--- src/rtl/gfx_timing_pkg.sv ---
// gfx_timing_pkg
//   Shared constants for the video timing generator. The defaults reproduce
//   the GBA LCD frame: 240x160 visible inside a 308x228 dot raster, 4 system
//   clocks per dot. cnt_w() sizes a counter that must hold 0..n-1. It returns
//   at least 1 so that a one-state counter, such as the dot divider at
//   DOTDIV=1, still has a legal width.
package gfx_timing_pkg;

    localparam int GBA_H_ACTIVE = 240;
    localparam int GBA_H_TOTAL  = 308;
    localparam int GBA_V_ACTIVE = 160;
    localparam int GBA_V_TOTAL  = 228;
    localparam int GBA_DOTDIV   = 4;

    function automatic int cnt_w(input int n);
        return (n > 1) ? $clog2(n) : 1;
    endfunction

endpackage

--- src/rtl/gfx_wrap_counter.sv ---
// gfx_wrap_counter
//   Modulo counter that counts 0..MAX and then wraps to 0.
//   Ports:
//     clock  - clock
//     reset  - synchronous, active-high; forces q to 0
//     en     - advance one step
//     clear  - force q to 0 on the next edge; takes priority over en
//     q      - current count
//     last   - q == MAX; the next enabled step wraps
module gfx_wrap_counter #(
    parameter int WIDTH = 8,
    parameter int MAX   = 255
) (
    input  logic             clock,
    input  logic             reset,
    input  logic             en,
    input  logic             clear,
    output logic [WIDTH-1:0] q,
    output logic             last
);

    localparam logic [WIDTH-1:0] MAX_V = WIDTH'(MAX);

    logic [WIDTH-1:0] q_d, q_q;

    assign last = (q_q == MAX_V);
    assign q    = q_q;

    always_comb begin
        q_d = q_q;
        if (clear)
            q_d = '0;
        else if (en)
            q_d = last ? '0 : q_q + WIDTH'(1);
    end

    always_ff @(posedge clock) begin
        if (reset)
            q_q <= '0;
        else
            q_q <= q_d;
    end

endmodule

--- src/rtl/gfx_timing_gen.sv ---
// gfx_timing_gen
//   Parametrised raster timing generator and front/back buffer controller.
//   Ports:
//     clock, reset   - clock and synchronous active-high reset
//     enable         - advance timing; when low, all state is frozen
//     vcount_cmp     - line number compared against vcount
//     frame_ready    - renderer has finished the back buffer
//     hcount/vcount  - current dot and current line
//     dot_strobe     - one-cycle pulse at each dot boundary
//     pixel_valid    - frame-buffer write enable (inside the active area)
//     pixel_addr     - linear frame-buffer write address
//     hblank/vblank  - blanking levels
//     hblank_pulse, vblank_pulse, vcount_pulse - one-clock entry pulses
//     vcount_hit     - level, vcount == vcount_cmp
//     buf_select     - front buffer index
//     frame_dropped  - one-clock pulse, the swap at vblank entry was skipped
module gfx_timing_gen
    import gfx_timing_pkg::*;
#(
    parameter  int H_ACTIVE = GBA_H_ACTIVE,
    parameter  int H_TOTAL  = GBA_H_TOTAL,
    parameter  int V_ACTIVE = GBA_V_ACTIVE,
    parameter  int V_TOTAL  = GBA_V_TOTAL,
    parameter  int DOTDIV   = GBA_DOTDIV,
    localparam int HCNT_W   = $clog2(H_TOTAL),
    localparam int VCNT_W   = $clog2(V_TOTAL),
    localparam int ADDR_W   = $clog2(H_ACTIVE * V_ACTIVE)
) (
    input  logic              clock,
    input  logic              reset,
    input  logic              enable,
    input  logic [VCNT_W-1:0] vcount_cmp,
    input  logic              frame_ready,
    output logic [HCNT_W-1:0] hcount,
    output logic [VCNT_W-1:0] vcount,
    output logic              dot_strobe,
    output logic              pixel_valid,
    output logic [ADDR_W-1:0] pixel_addr,
    output logic              hblank,
    output logic              vblank,
    output logic              hblank_pulse,
    output logic              vblank_pulse,
    output logic              vcount_pulse,
    output logic              vcount_hit,
    output logic              buf_select,
    output logic              frame_dropped
);

    localparam int DIV_W = cnt_w(DOTDIV);

    if (H_ACTIVE >= H_TOTAL) begin : g_bad_h
        $error("gfx_timing_gen: H_ACTIVE must be less than H_TOTAL");
    end
    if (V_ACTIVE >= V_TOTAL) begin : g_bad_v
        $error("gfx_timing_gen: V_ACTIVE must be less than V_TOTAL");
    end
    if (DOTDIV < 1) begin : g_bad_div
        $error("gfx_timing_gen: DOTDIV must be at least 1");
    end

    logic [DIV_W-1:0]  div_cnt;
    logic              div_last, h_last, v_last, addr_last;
    logic              line_wrap, frame_wrap, pix_step;
    logic [VCNT_W-1:0] vcount_next;

    assign dot_strobe = enable && div_last;
    assign line_wrap  = dot_strobe && h_last;
    assign frame_wrap = line_wrap && v_last;
    assign pix_step   = dot_strobe && pixel_valid;

    gfx_wrap_counter #(.WIDTH(DIV_W), .MAX(DOTDIV - 1)) u_div (
        .clock(clock), .reset(reset), .en(enable), .clear(1'b0),
        .q(div_cnt), .last(div_last)
    );

    gfx_wrap_counter #(.WIDTH(HCNT_W), .MAX(H_TOTAL - 1)) u_hcnt (
        .clock(clock), .reset(reset), .en(dot_strobe), .clear(1'b0),
        .q(hcount), .last(h_last)
    );

    gfx_wrap_counter #(.WIDTH(VCNT_W), .MAX(V_TOTAL - 1)) u_vcnt (
        .clock(clock), .reset(reset), .en(line_wrap), .clear(1'b0),
        .q(vcount), .last(v_last)
    );

    // Wrapping at the last visible pixel leaves the address at 0 through
    // vblank. The frame-wrap clear re-aligns it should it ever drift.
    gfx_wrap_counter #(.WIDTH(ADDR_W), .MAX(H_ACTIVE * V_ACTIVE - 1)) u_addr (
        .clock(clock), .reset(reset), .en(pix_step), .clear(frame_wrap),
        .q(pixel_addr), .last(addr_last)
    );

    logic unused_sigs;
    assign unused_sigs = ^{div_cnt, addr_last};

    assign pixel_valid = (hcount < HCNT_W'(H_ACTIVE)) && (vcount < VCNT_W'(V_ACTIVE));
    assign hblank      = (hcount >= HCNT_W'(H_ACTIVE));
    assign vblank      = (vcount >= VCNT_W'(V_ACTIVE));
    assign vcount_hit  = (vcount == vcount_cmp);
    assign vcount_next = v_last ? '0 : vcount + VCNT_W'(1);

    logic hbp_d, hbp_q, vbp_d, vbp_q, vcp_d, vcp_q, fd_d, fd_q, buf_d, buf_q;
    logic hb_ev, vb_ev, vc_ev;

    // Events are detected on the strobe that moves the counters, so the
    // registered pulse lines up with the new hcount/vcount. The swap and the
    // drop flag are updated on the same edge as the vblank pulse.
    // While enable is low, the pulse flops hold their value and the outputs
    // are masked. This way a pulse pending when enable drops is delivered
    // when timing resumes.
    always_comb begin
        hb_ev = dot_strobe && (hcount == HCNT_W'(H_ACTIVE - 1));
        vb_ev = line_wrap && (vcount_next == VCNT_W'(V_ACTIVE));
        vc_ev = line_wrap && (vcount_next == vcount_cmp);
        hbp_d = hbp_q;
        vbp_d = vbp_q;
        vcp_d = vcp_q;
        fd_d  = fd_q;
        buf_d = buf_q;
        if (enable) begin
            hbp_d = hb_ev;
            vbp_d = vb_ev;
            vcp_d = vc_ev;
            fd_d  = vb_ev && !frame_ready;
            buf_d = buf_q ^ (vb_ev && frame_ready);
        end
    end

    always_ff @(posedge clock) begin
        if (reset) begin
            hbp_q <= 1'b0;
            vbp_q <= 1'b0;
            vcp_q <= 1'b0;
            fd_q  <= 1'b0;
            buf_q <= 1'b0;
        end else begin
            hbp_q <= hbp_d;
            vbp_q <= vbp_d;
            vcp_q <= vcp_d;
            fd_q  <= fd_d;
            buf_q <= buf_d;
        end
    end

    assign hblank_pulse  = hbp_q && enable;
    assign vblank_pulse  = vbp_q && enable;
    assign vcount_pulse  = vcp_q && enable;
    assign frame_dropped = fd_q && enable;
    assign buf_select    = buf_q;

endmodule

--- config.mk ---
export PLATFORM = sky130hd
export DESIGN_NAME = gfx_timing_gen
export DESIGN_NICKNAME = d
export VERILOG_FILES = /design/src/rtl/gfx_timing_pkg.sv /design/src/rtl/gfx_wrap_counter.sv /design/src/rtl/gfx_timing_gen.sv
export SDC_FILE = /design/constraint.sdc
export NUM_CORES = 1
export LEC_CHECK = 0
export ABC_AREA = 1
export CAP_MARGIN = 20
export CELL_PAD_IN_SITES_DETAIL_PLACEMENT = 1
export CELL_PAD_IN_SITES_GLOBAL_PLACEMENT = 2
export CORE_MARGIN = 5
export CORE_UTILIZATION = 26
export CTS_BUF_LIST = sky130_fd_sc_hd__clkbuf_8
export CTS_CLUSTER_SIZE = 40
export DETAILED_ROUTE_END_ITERATION = 7
export PLACE_DENSITY_LB_ADDON = 0.1
export SLEW_MARGIN = 20
export SYNTH_ARGS = -nofsm -noshare
export SYNTH_HDL_FRONTEND = slang
export SYNTH_HIERARCHICAL = 1
export SYNTH_SLANG_ARGS = --single-unit
export TNS_END_PERCENT = 30
--- constraint.sdc ---
create_clock -name clock -period 2.05 [get_ports clock]
set_input_delay 0.205 -clock clock [delete_from_list [all_inputs] [get_ports clock]]
set_output_delay 0.205 -clock clock [all_outputs]
set_load 0.05 [all_outputs]
# --- Word level (Yosys, flattened, before mapping) ---
# Index checks and enable logic that the tools add are counted.
totals:
  register_bits: 40
  input_bits: 12
  out_inout_bits: 43
  word_cells: 46
op_classes:
  addsub: 4
  order_cmp: 4
  n_eq_ne: 8
  mux: 4
  bitwise: 1
  n_reduce_logical: 16
ops:
  columns: ["operator", "n"]
  rows:
  - ["$add 16x1->16 const B", 1]
  - ["$eq 16x16->1 const B", 1]
  - ["$eq 8x8->1", 2]
  - ["$eq 8x8->1 const B", 2]
  - ["$mux 16", 1]
  - ["$logic_and 1x1->1", 14]
  - ["$add 9x1->9 const B", 1]
  - ["$eq 9x8->1 const B", 1]
  - ["$eq 9x9->1 const B", 1]
  - ["$ge 9x8->1 const B", 1]
  - ["$lt 9x8->1 const B", 1]
  - ["$mux 9", 1]
  - ["$add 8x1->8 const B", 1]
  - ["$ge 8x8->1 const B", 1]
  - ["$lt 8x8->1 const B", 1]
  - ["$mux 8", 1]
  - ["$add 2x1->2 const B", 1]
  - ["$eq 2x2->1 const B", 1]
  - ["$mux 2", 1]
  - ["$reduce_or 2->1", 1]
  - ["$logic_not 1->1", 1]
  - ["$xor 1x1->1", 1]

# --- Depth between registers and ports, before layout ---
# Gate-level depths: netlist of the first run.
logic_depth:
  depth_word: 6
  mapped_depth: 14
  mapped_depth_nobuf: 14

# --- Hierarchy ---
# The synthesis of the first run kept the hierarchy.
by_module_without_submodules:
  columns: ["module", "n_inst", "cells_each", "area_per_inst_um2", "seq_area_each_um2"]
  rows:
  - ["gfx_wrap_counter (u_addr)", 1, 120, 910.9, 320.3]
  - ["gfx_timing_gen", 1, 149, 814.5, 100.1]
  - ["gfx_wrap_counter (u_hcnt)", 1, 70, 474.2, 180.2]
  - ["gfx_wrap_counter (u_vcnt)", 1, 63, 431.7, 160.2]
  - ["gfx_wrap_counter (u_div)", 1, 14, 97.6, 40.0]

# --- Worst setup path before layout of the first run ---
# Ideal clock, no wire load.
synth_path:
  path_type: "flip-flop to flip-flop"
  from: "register u_vcnt.q_q[5], in the netlist u_vcnt/q[5]"
  to: "register u_addr.q_q[12], in the netlist u_addr/q[12]"
  setup_time_ns: 0.115
  arrival_ns: 2.527
  required_ns: 1.935
  path_slack_ns: -0.592
  stages_incl_launch_ff: 11
  path_buffers: 1
  period_less_slack_ns: 2.642
  path_cell_list: "dfxtp_1 inv_1 a21oi_1 nor3_1 buf_4 nand2_1 nor2_4 nand2_2 nor2_2 xor2_1 nor2_2"
synth_between:
  elab_chain_cells: 3
  word_cells_on_any_way: 6
  cone_classes: "order compare (1); eq/ne (1); reduce/logical (4)"
synth_lines:
  columns: ["item", "line_no", "text"]
  rows:
  - ["start: declaration", "gfx_wrap_counter.sv:24", "logic [WIDTH-1:0] q_d, q_q;"]
  - ["start signal: assignment", "gfx_wrap_counter.sv:41", "q_q <= q_d;"]
  - ["$lt 8x8->1", "gfx_timing_gen.sv:96", "assign pixel_valid = (hcount < HCNT_W'(H_ACTIVE)) && (vcount < VCNT_W'(V_ACTIVE));"]
  - ["$logic_and 1x1->1", "gfx_timing_gen.sv:96", null]
  - ["$logic_and 1x1->1", "gfx_timing_gen.sv:69", "assign pix_step = dot_strobe && pixel_valid;"]
  - ["via pix_step", "gfx_timing_gen.sv:63", "logic line_wrap, frame_wrap, pix_step;"]
  - ["end signal: assignment", "gfx_wrap_counter.sv:41", null]
  - ["end: declaration", "gfx_wrap_counter.sv:24", null]
# The timed path passes the listed nets, and every way through them passes these cells.
# A chain may end at the register's enable or synchronous reset.

# --- Final worst setup path of the first run ---
layout_path:
  from: "register u_addr.q_q[2], in the netlist u_addr/q[2]"
  to: "output port pixel_addr[2]"
layout_rtl:
  columns: ["item", "line_no", "text"]
  rows:
  - ["end: declaration", "gfx_timing_gen.sv:38", "output logic [ADDR_W-1:0] pixel_addr,"]
# No word-level cell between the ends.

==> run metrics, run 1 <==
hpwl dp 6730 µm; wire per inst 12.9 µm; Post-Syn Area 2720 µm²; final core occ 37.2%; Worst Setup End Kind output port; Layout Nets 521; RSZ-0062 raised after global routing no; final worst path period share 91.0%; synth warn 6; Max-Cap Viols 0; drt total wl 8260 µm; vias in the first global route 2830; crit-path max FO 7; Rows 37; CTS tree done; Slowest-stage cell, CP clkdlybuf4s50_1; fin crit period 1.87 ns; initial antenna violation count 0; pwr/cell area 398 nW/µm²; most frequent cells in the layout nand2_1 (99), nor2_1 (62), inv_1 (54); Setup CP Type flip-flop to output port; crit path launch type flip-flop; setup TNS 0 ns; Pleak 1.50 nW; Final Instance Area 3820 µm²; Post-DP Area 3670 µm²; Final ANT Viol Nets 0; run status finished, final reports clean; PortBufs 54; # diodes 0; clk sinks 40; Die W 112 µm; total CTS buffers 5; Die ar. 12600 µm²; commonest non-fill, non-tap cell in the layout nand2_1; CTS clk-pin slew, worst paths 0.09 ns; first-pass GRT wire length 14000 µm; Iter 0 DRT Violations 48; final setup violation count 0; Hold Buf Count CTS 0; Final Hold Viols 0; Boundary Pins 55; share of layout cells above drive strength 1 20.8%; Max Fclk 536 MHz; H-tree Lvls 2; Root Buffer clkbuf_8; GRT overflow 0; min-delay worst type flip-flop to flip-flop; VDD IR max 0.000194 V; filler cell count 1315; Remaining DRCs 0; Starting Density 26.5%; CP cell instances clkdlybuf4s50_1; Die Span Y 112 µm; core box area 10300 µm²; Placer Congestion 0.753; Total Power 0.00152 W; via count of the routed design 2792; routed vias/inst 4.36; Worst Skew 0.0126 ns; Worst-Skew Late Latency 0.30 ns; area of the multi-input gates 1700 µm²; CP peak stage delay 0.86 ns; gr usage total 13.4%; Synth Area per Inst 6.56 µm²; WP data arrival 1.66 ns; worst-margin pin slew 0.511 ns; CP required 1.85 ns; FF/Latch Area 811 µm²; Rel. slew slack 65.8%; Buf/Inv on CP 1; Initial DRT Pass Iterations 4; Area Overhead vs Synth 40.3%; worst-case clock buffer depth 2; largest net degree at the start of global routing 13; Worst path top cell family by delay buffers and inverters; Syn Inst Count 415; Max Slew Vio Count 0
path summary, 6_finish.rpt:
check / cells past startpoint / to / slack, ns / start
worst max register to register: 12 / u_addr/q[12]$_SDFFE_PP0P_ / 0.21 / u_hcnt/q[6]$_SDFFE_PP0P_
worst min-delay path: 2 / hbp_q$_SDFFE_PP0P_ / 0.48 / hbp_q$_SDFFE_PP0P_
worst min register to register: 2 / hbp_q$_SDFFE_PP0P_ / 0.48 / hbp_q$_SDFFE_PP0P_
worst max-delay path: 1 / pixel_addr[2] / 0.18 / u_addr/q[2]$_SDFFE_PP0P_
stage by stage:
| step | instances | setup slack, ns | hold WS (ns) |
|---|---|---|---|
| after detailed placement | 628 | -0.00754 | 0.467 |
| after global routing | 640 | 0.00595 | 0.506 |
| final | 640 | 0.185 | 0.476 |
| after CTS | 636 | 0.0580 | 0.482 |
| after global placement | 628 | 0.0246 | 0.453 |
| after floorplan | 417 | -0.0449 | 0.274 |
worst register-to-register path, cell delays in order (launching register included):
cell and delay, ns:
dfxtp_1 0.32, buf_4 0.15, nand2_1 0.05, inv_1 0.05, a31o_2 0.22, nor3_2 0.11
buf_4 0.17, nand2_1 0.11, nor2_4 0.13, nand2_2 0.11, nor2_2 0.11, xor2_1 0.18
nor2_2 0.04
state kept, by name, indices dropped and copies added (netlist names):
| signal | cells |
|---|---|
| buf_select | 1 |
| fd_q | 1 |
| hbp_q | 1 |
| u_addr/q | 16 |
| u_div/q | 2 |
| u_hcnt/q | 9 |
| u_vcnt/q | 8 |
| vbp_q | 1 |
| vcp_q | 1 |
timing repair:
action,CTS,global route
setup buffers,0,4
resized for setup,0,4
hold endpoints to repair,0,0
setup endpoints to repair,0,10
final cells by class:
cell class,count,area share [%]
multi-input combinational,313,44.4
clock inverter,3,1.02
inverter,60,5.90
clock buffer,5,1.80
sequential,40,21.2
tap,136,4.45
timing repair buffer,83,21.2
routing by layer:
layer | global-route usage (%) | wire, µm | up-vias
li1 | - | - | 1472
met2 | 21.7 | 3740 | 37
met1 | 18.5 | 4190 | 1276
met3 | 2.53 | 254 | 7
met5 | 0 | 0 | -
met4 | 3.13 | 79 | 0
report_power, final:
part	switching, W	internal, W	leakage, nW	total, W
registers	0.00000140	0.000778	0.326	0.000779
clock network	0.000291	0.000357	0.0593	0.000647
logic	0.0000517	0.0000429	1.12	0.0000946
total	0.000344	0.00118	1.50	0.00152
(Power assumes the default switching activity.)
==> inputs of run 2 (changes only) <==
Settings changed: CELL_PAD_IN_SITES_DETAIL_PLACEMENT 1 to not set, CELL_PAD_IN_SITES_GLOBAL_PLACEMENT 2 to not set, CORE_UTILIZATION 26 to 32, PLACE_DENSITY_LB_ADDON 0.1 to not set.
==> run 2 against run 1 <==
First-iteration DRC count up 98%. Fmax up 1.1%. Cell count down 5.8%. Cell area down 2.0%. Worst setup slack better by 0.021 ns. Clock-buffer cell count unchanged. Critical endpoint is now u_addr/q[12]$_SDFFE_PP0P_. Largest cell class unchanged. Highest routed layer unchanged.
==> run metrics, run 2 (synthesis gave the netlist of run 1 again) <==
run status finished, final reports clean; first-pass GRT wire length 12000 µm; CP required 2.24 ns; gr usage total 14.1%; setup TNS 0 ns; Starting Density 33.0%; Boundary Pins 55; Rows 33; crit-path max FO 5; Worst Skew 0.00899 ns; largest net degree at the start of global routing 13; crit path launch type flip-flop; CTS tree done; wire per inst 11.6 µm; H-tree Lvls 2; Final Hold Slack 0.464 ns; Placer Congestion 0.877; Die ar. 10500 µm²; Final Hold Viols 0; Initial DRT Pass Iterations 4; hpwl dp 5620 µm; min-delay worst type flip-flop to flip-flop; Die Span Y 102 µm; # diodes 0; total CTS buffers 5; Largest register FFs 16; pwr/cell area 370 nW/µm²; Die W 102 µm; Max Slew Vio Count 0; placed cells 593; Final ANT Viol Nets 0; CTS clk-pin slew, worst paths 0.08 ns; fin crit period 1.84 ns; Remaining DRCs 0; commonest non-fill, non-tap cell in the layout nand2_1; core box area 8260 µm²; GRT overflow 0; Setup CP Type flip-flop to flip-flop; Max Fclk 542 MHz; Total Power 0.00138 W; Layout Nets 515; Worst Setup End Kind flip-flop; vias in the first global route 2585; filler cell count 854; CP peak stage delay 0.32 ns; final worst path period share 90.0%; Rel. slew slack 65.2%; Area Overhead vs Synth 37.5%; Slowest-stage cell, CP dfxtp_1; Placement Setup Slack -0.0233 ns; PortBufs 54; Non-Filler Instances 603; clk sinks 40; initial antenna violation count 0; fin worst setup slack 0.205 ns; drt total wl 6980 µm; CP cell instances buf_4 > a31o_2 > nor3_1 > buf_4 > nand2_1 > nor2_4 > nand2_2 > nor2_2 > xor2_1 > nor2_2; via count of the routed design 2771; RSZ-0062 raised after global routing yes; Worst path top cell family by delay simple AND/OR/NAND/NOR gates; WP data arrival 2.04 ns; share of layout cells above drive strength 1 20.3%; Buf/Inv on CP 2; Root Buffer clkbuf_8; Worst-Skew Late Latency 0.29 ns; Iter 0 DRT Violations 95; final setup violation count 0; VDD IR max 0.000242 V; most frequent cells in the layout nand2_1 (99), nor2_1 (60), inv_1 (55); Pleak 1.46 nW; worst-case clock buffer depth 2; worst-margin pin slew 0.520 ns; routed vias/inst 4.60; Max-Cap Viols 0
[run 2: cell count changes in the layout (fill, tap and decap cells not counted), sizes merged]
cell / change
buf: -6
bufinv: -1
inv: +1
[run 2: power breakdown]
part,switching (W),total [W],internal [W]
clock,0.000282,0.000515,0.000234
combinational,0.0000488,0.0000904,0.0000416
sequential,0.00000137,0.000779,0.000778
[run 2: what timing repair did]
| item | 4_1_cts | 5_1_grt |
|---|---|---|
| pin swaps | 0 | 1 |
| gates resized for setup | 2 | 6 |
| buffers inserted | 0 | 2 |
| hold buffers | 0 | 0 |
| setup endpoints to repair | 6 | 8 |
[run 2: stage by stage]
step	instance area, µm²	util, %
2_1_floorplan	2750	-
3_3_place_gp	3600	43.6
3_5_place_dp	3600	43.6
4_1_cts	3690	44.7
5_1_grt	3740	45.3
6_report	3740	45.3
[run 2: routing by layer]
| layer | GRT usage [%] | part of all wire [%] |
|---|---|---|
| met4 | 4.14 | 0.66 |
| met1 | 19.1 | 48 |
| met3 | 2.18 | 4.2 |
| met2 | 23.1 | 47 |
| met5 | 0 | 0 |
[run 2: area by class of cell]
class	count	area (µm²)	area share, %
clock buffer	5	68.8	1.84
clock inverter	3	16.3	0.435
inverter	60	225	6.02
multi-input combinational	313	1710	45.7
sequential	40	811	21.7
tap	105	131	3.51
timing repair buffer	77	778	20.8
[run 2: final timing paths]
path / start / end / cells after the start / slack (ns)
hold / removal: vbp_q$_SDFFE_PP0P_ / vbp_q$_SDFFE_PP0P_ / 2 / 0.46
setup / recovery: u_hcnt/q[4]$_SDFFE_PP0P_ / u_addr/q[12]$_SDFFE_PP0P_ / 10 / 0.21
hold reg to reg: vbp_q$_SDFFE_PP0P_ / vbp_q$_SDFFE_PP0P_ / 2 / 0.46
setup reg to reg: u_hcnt/q[4]$_SDFFE_PP0P_ / u_addr/q[12]$_SDFFE_PP0P_ / 10 / 0.21
[run 2: worst register-to-register path: cells and delay by family, from the launching register on]
kind                      cells  cell delay (ns)
buffers and inverters         2             0.32
AOI/OAI and AO/OA             1             0.26
and+or+nand+nor               6             0.65
xor gates and xnor gates      1             0.19
DFF                           1             0.32
